$ cat src/rtl/alu_seq_pkg.sv
// Shared types and constants for the ALU input sequencer.
// Holds the FSM state encoding, opcode values and default operand width.
package alu_seq_pkg;

   localparam int N_DEFAULT = 4;

   typedef enum logic [2:0] {
      S_A    = 3'd0,
      S_B    = 3'd1,
      S_OP   = 3'd2,
      S_EXEC = 3'd3,
      S_SHOW = 3'd4
   } state_t;

   localparam logic [2:0] OP_AND = 3'd0;
   localparam logic [2:0] OP_OR  = 3'd1;
   localparam logic [2:0] OP_XOR = 3'd2;
   localparam logic [2:0] OP_SHR = 3'd3;
   localparam logic [2:0] OP_SHL = 3'd4;

endpackage

$ cat src/rtl/alu_input_sequencer_if.sv
// Board-side and ALU-side signals of the sequencer, grouped for one port.
// master = sequencer view, slave = board/ALU/testbench view.
interface alu_input_sequencer_if #(parameter int N = alu_seq_pkg::N_DEFAULT);

   logic [N-1:0] sw;
   logic [2:0]   op_sw;
   logic         btn;
   logic         clr;
   logic [N-1:0] a;
   logic [N-1:0] b;
   logic [N-1:0] r_and;
   logic [N-1:0] r_or;
   logic [N-1:0] r_xor;
   logic [N-1:0] r_shiftR;
   logic [N-1:0] r_shiftL;
   logic [N-1:0] result;
   logic [2:0]   op;
   logic [2:0]   state_o;
   logic         valid;
   logic         zero;
   logic         neg;
   logic         err;

   modport master (
      input  sw, op_sw, btn, clr, r_and, r_or, r_xor, r_shiftR, r_shiftL,
      output a, b, op, result, state_o, valid, zero, neg, err
   );

   modport slave (
      output sw, op_sw, btn, clr, r_and, r_or, r_xor, r_shiftR, r_shiftL,
      input  a, b, op, result, state_o, valid, zero, neg, err
   );

endinterface

$ cat src/rtl/btn_step_sync.sv
// Button synchronizer + rising-edge detector: one-cycle step, 2 cycles after btn rises.
// Stays disarmed after reset until the synchronized button has been seen low.
module btn_step_sync (
   input  logic clk,
   input  logic rst_n,
   input  logic btn,
   output logic step
);

   logic sync1, sync2, prev;
   logic warm1, warm2, armed;

   // warm1/warm2 hold off arming until sync2 reflects the real button,
   // so a button held through reset release cannot masquerade as a press.
   always_ff @(posedge clk or negedge rst_n) begin
      if (!rst_n) begin
         sync1 <= 1'b0;
         sync2 <= 1'b0;
         prev  <= 1'b0;
         warm1 <= 1'b0;
         warm2 <= 1'b0;
         armed <= 1'b0;
      end else begin
         sync1 <= btn;
         sync2 <= sync1;
         prev  <= sync2;
         warm1 <= 1'b1;
         warm2 <= warm1;
         armed <= armed | (warm2 & ~sync2);
      end
   end

   assign step = sync2 & ~prev & armed;

endmodule

$ cat src/rtl/alu_input_sequencer.sv
// Steps a, b and opcode in from switches, then latches the opcode-selected external ALU result.
// State advances on the 3rd clk edge after a button press; clr aborts to S_A on the next edge.
module alu_input_sequencer
   import alu_seq_pkg::*;
#(
   parameter int N = N_DEFAULT
) (
   input  logic                    clk,
   input  logic                    rst_n,
   alu_input_sequencer_if.master   bus
);

   state_t       state, state_nxt;
   logic         step;
   logic         load_a, load_b, load_op, latch, clear;
   logic [N-1:0] a_q, b_q, result_q, sel;
   logic [2:0]   op_q;
   logic         valid_q, zero_q, neg_q, err_q, sel_err;

   btn_step_sync u_step (
      .clk   (clk),
      .rst_n (rst_n),
      .btn   (bus.btn),
      .step  (step)
   );

   always_ff @(posedge clk or negedge rst_n) begin
      if (!rst_n) state <= S_A;
      else        state <= state_nxt;
   end

   // clr outranks any step arriving in the same cycle
   always_comb begin
      state_nxt = state;
      load_a    = 1'b0;
      load_b    = 1'b0;
      load_op   = 1'b0;
      latch     = 1'b0;
      clear     = 1'b0;
      if (bus.clr) begin
         state_nxt = S_A;
         clear     = 1'b1;
      end else begin
         case (state)
            S_A:    if (step) begin load_a  = 1'b1; state_nxt = S_B;    end
            S_B:    if (step) begin load_b  = 1'b1; state_nxt = S_OP;   end
            S_OP:   if (step) begin load_op = 1'b1; state_nxt = S_EXEC; end
            S_EXEC: begin latch = 1'b1; state_nxt = S_SHOW; end
            S_SHOW: if (step) state_nxt = S_A;
            default: state_nxt = S_A;
         endcase
      end
   end

   always_comb begin
      sel     = '0;
      sel_err = 1'b0;
      case (op_q)
         OP_AND:  sel = bus.r_and;
         OP_OR:   sel = bus.r_or;
         OP_XOR:  sel = bus.r_xor;
         OP_SHR:  sel = bus.r_shiftR;
         OP_SHL:  sel = bus.r_shiftL;
         default: sel_err = 1'b1;
      endcase
   end

   always_ff @(posedge clk or negedge rst_n) begin
      if (!rst_n) begin
         a_q      <= '0;
         b_q      <= '0;
         op_q     <= '0;
         result_q <= '0;
         valid_q  <= 1'b0;
         zero_q   <= 1'b0;
         neg_q    <= 1'b0;
         err_q    <= 1'b0;
      end else begin
         if (load_a)  a_q  <= bus.sw;
         if (load_b)  b_q  <= bus.sw;
         if (load_op) op_q <= bus.op_sw;
         if (clear) begin
            result_q <= '0;
            zero_q   <= 1'b0;
            neg_q    <= 1'b0;
            err_q    <= 1'b0;
         end else if (latch) begin
            result_q <= sel;
            zero_q   <= (sel == '0);
            neg_q    <= sel[N-1];
            err_q    <= sel_err;
         end
         valid_q <= (state_nxt == S_SHOW);
      end
   end

   assign bus.a       = a_q;
   assign bus.b       = b_q;
   assign bus.op      = op_q;
   assign bus.result  = result_q;
   assign bus.state_o = state;
   assign bus.valid   = valid_q;
   assign bus.zero    = zero_q;
   assign bus.neg     = neg_q;
   assign bus.err     = err_q;

endmodule

$ cat src/flat_wrapper.sv
// flat-port wrapper written by rule: the top's interface ports become plain ports
module alu_input_sequencer_flat import alu_seq_pkg::*;
#(
   parameter int N = N_DEFAULT
)
  (clk, rst_n, bus_sw, bus_op_sw, bus_btn, bus_clr, bus_r_and, bus_r_or, bus_r_xor, bus_r_shiftR, bus_r_shiftL, bus_a, bus_b, bus_op, bus_result, bus_state_o, bus_valid, bus_zero, bus_neg, bus_err);
  alu_input_sequencer_if #(.N(N)) bus_i ();
  input  logic clk;
  input  logic rst_n;
  input wire logic [$bits(bus_i.sw)-1:0] bus_sw;
  input wire logic [$bits(bus_i.op_sw)-1:0] bus_op_sw;
  input wire logic [$bits(bus_i.btn)-1:0] bus_btn;
  input wire logic [$bits(bus_i.clr)-1:0] bus_clr;
  input wire logic [$bits(bus_i.r_and)-1:0] bus_r_and;
  input wire logic [$bits(bus_i.r_or)-1:0] bus_r_or;
  input wire logic [$bits(bus_i.r_xor)-1:0] bus_r_xor;
  input wire logic [$bits(bus_i.r_shiftR)-1:0] bus_r_shiftR;
  input wire logic [$bits(bus_i.r_shiftL)-1:0] bus_r_shiftL;
  output wire logic [$bits(bus_i.a)-1:0] bus_a;
  output wire logic [$bits(bus_i.b)-1:0] bus_b;
  output wire logic [$bits(bus_i.op)-1:0] bus_op;
  output wire logic [$bits(bus_i.result)-1:0] bus_result;
  output wire logic [$bits(bus_i.state_o)-1:0] bus_state_o;
  output wire logic [$bits(bus_i.valid)-1:0] bus_valid;
  output wire logic [$bits(bus_i.zero)-1:0] bus_zero;
  output wire logic [$bits(bus_i.neg)-1:0] bus_neg;
  output wire logic [$bits(bus_i.err)-1:0] bus_err;
  assign bus_i.sw = bus_sw;
  assign bus_i.op_sw = bus_op_sw;
  assign bus_i.btn = bus_btn;
  assign bus_i.clr = bus_clr;
  assign bus_i.r_and = bus_r_and;
  assign bus_i.r_or = bus_r_or;
  assign bus_i.r_xor = bus_r_xor;
  assign bus_i.r_shiftR = bus_r_shiftR;
  assign bus_i.r_shiftL = bus_r_shiftL;
  assign bus_a = bus_i.a;
  assign bus_b = bus_i.b;
  assign bus_op = bus_i.op;
  assign bus_result = bus_i.result;
  assign bus_state_o = bus_i.state_o;
  assign bus_valid = bus_i.valid;
  assign bus_zero = bus_i.zero;
  assign bus_neg = bus_i.neg;
  assign bus_err = bus_i.err;
  alu_input_sequencer #(.N(N)) u_core (.clk(clk), .rst_n(rst_n), .bus(bus_i));
endmodule
$ cat config.mk
export PLATFORM = sky130hd
export DESIGN_NAME = alu_input_sequencer_flat
export DESIGN_NICKNAME = d
export VERILOG_FILES = /design/src/rtl/alu_seq_pkg.sv /design/src/rtl/alu_input_sequencer_if.sv /design/src/rtl/btn_step_sync.sv /design/src/rtl/alu_input_sequencer.sv /design/src/flat_wrapper.sv
export SDC_FILE = /design/constraint.sdc
export NUM_CORES = 1
export LEC_CHECK = 0
export ABC_AREA = 1
export CAP_MARGIN = 20
export CORE_ASPECT_RATIO = 0.9
export CORE_MARGIN = 2
export CORE_UTILIZATION = 43
export CTS_BUF_LIST = sky130_fd_sc_hd__clkbuf_8
export DETAILED_ROUTE_END_ITERATION = 8
export PLACE_DENSITY = 0.8
export RECOVER_POWER = 100
export SYNTH_ARGS = -nofsm -noshare
export SYNTH_HDL_FRONTEND = slang
export SYNTH_HIERARCHICAL = 1
export SYNTH_SLANG_ARGS = --single-unit
$ cat constraint.sdc
create_clock -name clk -period 2 [get_ports clk]
set_clock_uncertainty 0.2 [all_clocks]
set_input_delay 0.6 -clock clk [delete_from_list [all_inputs] [get_ports clk]]
set_output_delay 0.6 -clock clk [all_outputs]
set_load 0.05 [all_outputs]
==> metrics.md <==
| Metric | Value |
|---|---|
| Status | `complete, no violations` |
| Rel. slew slack | `approximately 57%` |
| # setup viols final | `0` |
| # nets final | `236` |
| Fmax | `approximately 530 MHz` |
| DRT Pass-1 Iters | `5` |
| Max stage delay on crit path | `480 ps` |
| GR Util met3 | `slightly above 6%` |
| # hold bufs at CTS | `0` |
| CP required | `1200 ps` |
| P per Cell Area | `762 nW/um^2` |
| Final ANT Viol Nets | `0` |
| Crit-path cells | `clkbuf_2` |
| Placed cells | `240` |
| Root cell of the clock tree | `clkbuf_8` |
| Cts repair resizes | `0` |
| CTS H-tree lvls | `1` |
| Yosys warnings | `6` |
| Crit Path Max Fanout | `7` |
| Post-synth EDFFs | `0` |
| Cell family with most CP delay | `flip-flops` |
| First-pass GRT wire length | `between 5000 and 6000 um` |
| Setup crit end kind | `output port` |
| Post-synth ARST share | `100%` |
| Cell Count, Final, Fillers Out | `about 240` |
| GRT busiest layer | `met2` |
| Setup tns final | `0 ps` |
| Leak | `0.914 nW` |
| RSZ-0062 raised after global routing | `false` |
| Largest net degree at the start of global routing | `28` |
| Die footprint | `3330 sq um` |
| Pre-CTS setup slack | `-32.8 ps` |
| Syn Area/Cell | `8.27 sq um` |
| Final Wtd Congestion | `slightly above 0.8` |
| Total Wirelength | `3410 um` |
| Initial antenna violation count | `0` |
| Tcrit/Tclk final | `a little over nine tenths` |
| Vias/cell | `5.09` |
| Drt drc | `0` |
| Final slew viol count | `0` |
| Chip height | `between 50 and 60 um` |
| Share of cells above drive strength 1 | `15.2%` |
| HPWL Detailed | `2750 um` |
| Clock-pin slew on the worst setup and hold paths | `approximately 100 ps` |
| Worst skew pair latency | `280 ps` |
| Post-route design area | `~1800 sq um` |
| Syn-to-layout area delta | `42.0%` |
| Worst Path Arrival | `1090 ps` |
| CTS tree | `built` |
| Critical-path top delay cell | `dfrtp_1` |
| CTS buffer count | `3` |
| Cells after Synth | `150` |
| Clock tree sinks | `27` |
| Core box area | `2750 sq um` |
| Synth unique cells | `17` |
| Critical setup path kind | `reg -> out` |
| # IOs | `53` |
| Critical path startpoint category | `flip-flop` |
| Port bufs | `52` |
| Flops & latches, synth | `27` |
| Effective utilization at floorplan | `between 40% and 50%` |
| Remaining global-route overflow | `0` |
| Final Hold Vio Count | `0` |
| Grt met1 use | `27.1%` |
| Max clock buf depth | `2` |
| Grt met2 use | `around two fifths` |
| Overall Global Routing Usage | `between 20% and 30%` |
| Routed len/inst | `14.0 um` |
| Final WS setup | `between 100 and 150 ps` |
| N_diodes | `0` |
| Seq/Total Area, Yosys | `54.4%` |
| Worst vdd rail ir drop | `approximately 0.68 mV` |
| Placed Area | `2010 sq um` |
| Vias in the first global route | `1178` |
| Total of max-cap violations | `0` |
| Tmin final | `1890 ps` |
| Top FF cell, synth | `dfrtp_1` |
| Hold Crit Class | `reg -> reg` |
| Least-Margin Pin Slew | `651 ps` |
| Vias | `1241` |
| Iter 0 DRT Violations | `24` |
| # Post-CTS Setup Buffers | `0` |
| Rows | `18` |
| Post-Syn Nets | `181` |
| Synthesized cell area | `1240 sq um` |
| Worst path bufs/invs | `1` |
| Die Width | `60.6 um` |
[metrics by stage]
step / total power, W / utilization (%) / hold WS, ps
2_1_floorplan: 0.000883 / - / 104
3_3_place_gp: 0.00118 / 73.1 / 136
3_5_place_dp: 0.00120 / 73.1 / 142
4_1_cts: 0.00151 / 74.9 / 148
5_1_grt: 0.00141 / 64.2 / 154
6_report: 0.00134 / 64.2 / 142
[final cells by class]
| type | count | area, sq um |
|---|---|---|
| clock buffer | 3 | 41.3 |
| multi-input combinational | 97 | 449 |
| clock inverter | 1 | 7.51 |
| inverter | 23 | 86.3 |
| sequential | 27 | 676 |
| tap | 40 | 50.0 |
| fill | 245 | 985 |
| timing repair buffer | 53 | 453 |
[per-layer routing]
metal / vias to the layer above / share of wire (%)
li1: 589 / -
met4: 0 / 3.3
met2: 61 / 52
met5: - / 0
met1: 577 / 38
met3: 14 / 6.6
[final timing paths]
| path | startpoint | slack, ps | end | cells after the start |
|---|---|---|---|---|
| setup reg to reg | u_core/bus.op[0]$_DFFE_PN0P_ | 280 | u_core/bus.zero$_DFFE_PN0P_ | 8 |
| setup / recovery | u_core/bus.op[1]$_DFFE_PN0P_ | 110 | bus_op[1] | 1 |
| max in group asynchronous | rst_n | 510 | u_core/u_step/warm2$_DFF_PN0_ | 2 |
| hold reg to reg | u_core/u_step/sync1$_DFF_PN0_ | 140 | u_core/u_step/sync2$_DFF_PN0_ | 0 |
| min in group asynchronous | rst_n | 660 | u_core/bus.a[0]$_DFFE_PN0P_ | 2 |
| hold / removal | u_core/u_step/sync1$_DFF_PN0_ | 140 | u_core/u_step/sync2$_DFF_PN0_ | 0 |
[cells by family (layout without fill, tap and decap cells)]
| logic type | after synthesis | in the layout | synth area share (%) |
|---|---|---|---|
| other | 1 | 1 | 0.302 |
| flip-flops | 27 | 27 | 54.4 |
| buffers and inverters | 26 | 80 | 9.37 |
| AO/OA/AOI/OAI | 22 | 22 | 9.07 |
| AND/OR/NAND/NOR | 74 | 74 | 26.8 |
[cell usage after synthesis (2+ instances only)]
cell	number	area share [%]
nand2_1	34	10
dfrtp_1	27	54
inv_1	22	6.7
o21ai_0	17	6.9
nand3_1	15	6.0
nor2_1	9	2.7
nand4_1	6	3.0
nor3_1	6	2.4
a21oi_1	4	1.6
buf_6	2	1.8
nor2_2	2	1.0
[power by group]
part           total [W]  switching (W)  internal [W]
Combinational   0.000393       0.000267      0.000125
Clock           0.000312       0.000170      0.000142
Sequential      0.000639      0.0000421      0.000597
Total            0.00134       0.000479      0.000864
[placed cells by master (no fill, tap or decap), types with 3 or more instances in the layout]
| cell | instances |
|---|---|
| a21oi_1 | 4 |
| clkbuf_2 | 20 |
| clkbuf_8 | 3 |
| clkdlybuf4s50_1 | 28 |
| dfrtp_1 | 27 |
| inv_1 | 22 |
| nand2_1 | 34 |
| nand3_1 | 15 |
| nand4_1 | 6 |
| nor2_1 | 9 |
| nor3_1 | 6 |
| o21ai_0 | 17 |
[flip-flops by register name (all words and copies together), names as in the netlist]
name	flops
u_core/u_step/sync1	1
u_core/bus.result	3
u_core/u_step/warm2	1
u_core/u_step/sync2	1
u_core/u_step/warm1	1
u_core/bus.op	3
u_core/u_step/prev	1
u_core/bus.err	1
u_core/bus.a	4
u_core/bus.state_o	3
u_core/u_step/armed	1
u_core/bus.valid	1
u_core/bus.neg	1
u_core/bus.zero	1
u_core/bus.b	4
No activity file was read; power rests on OpenSTA's default activity.
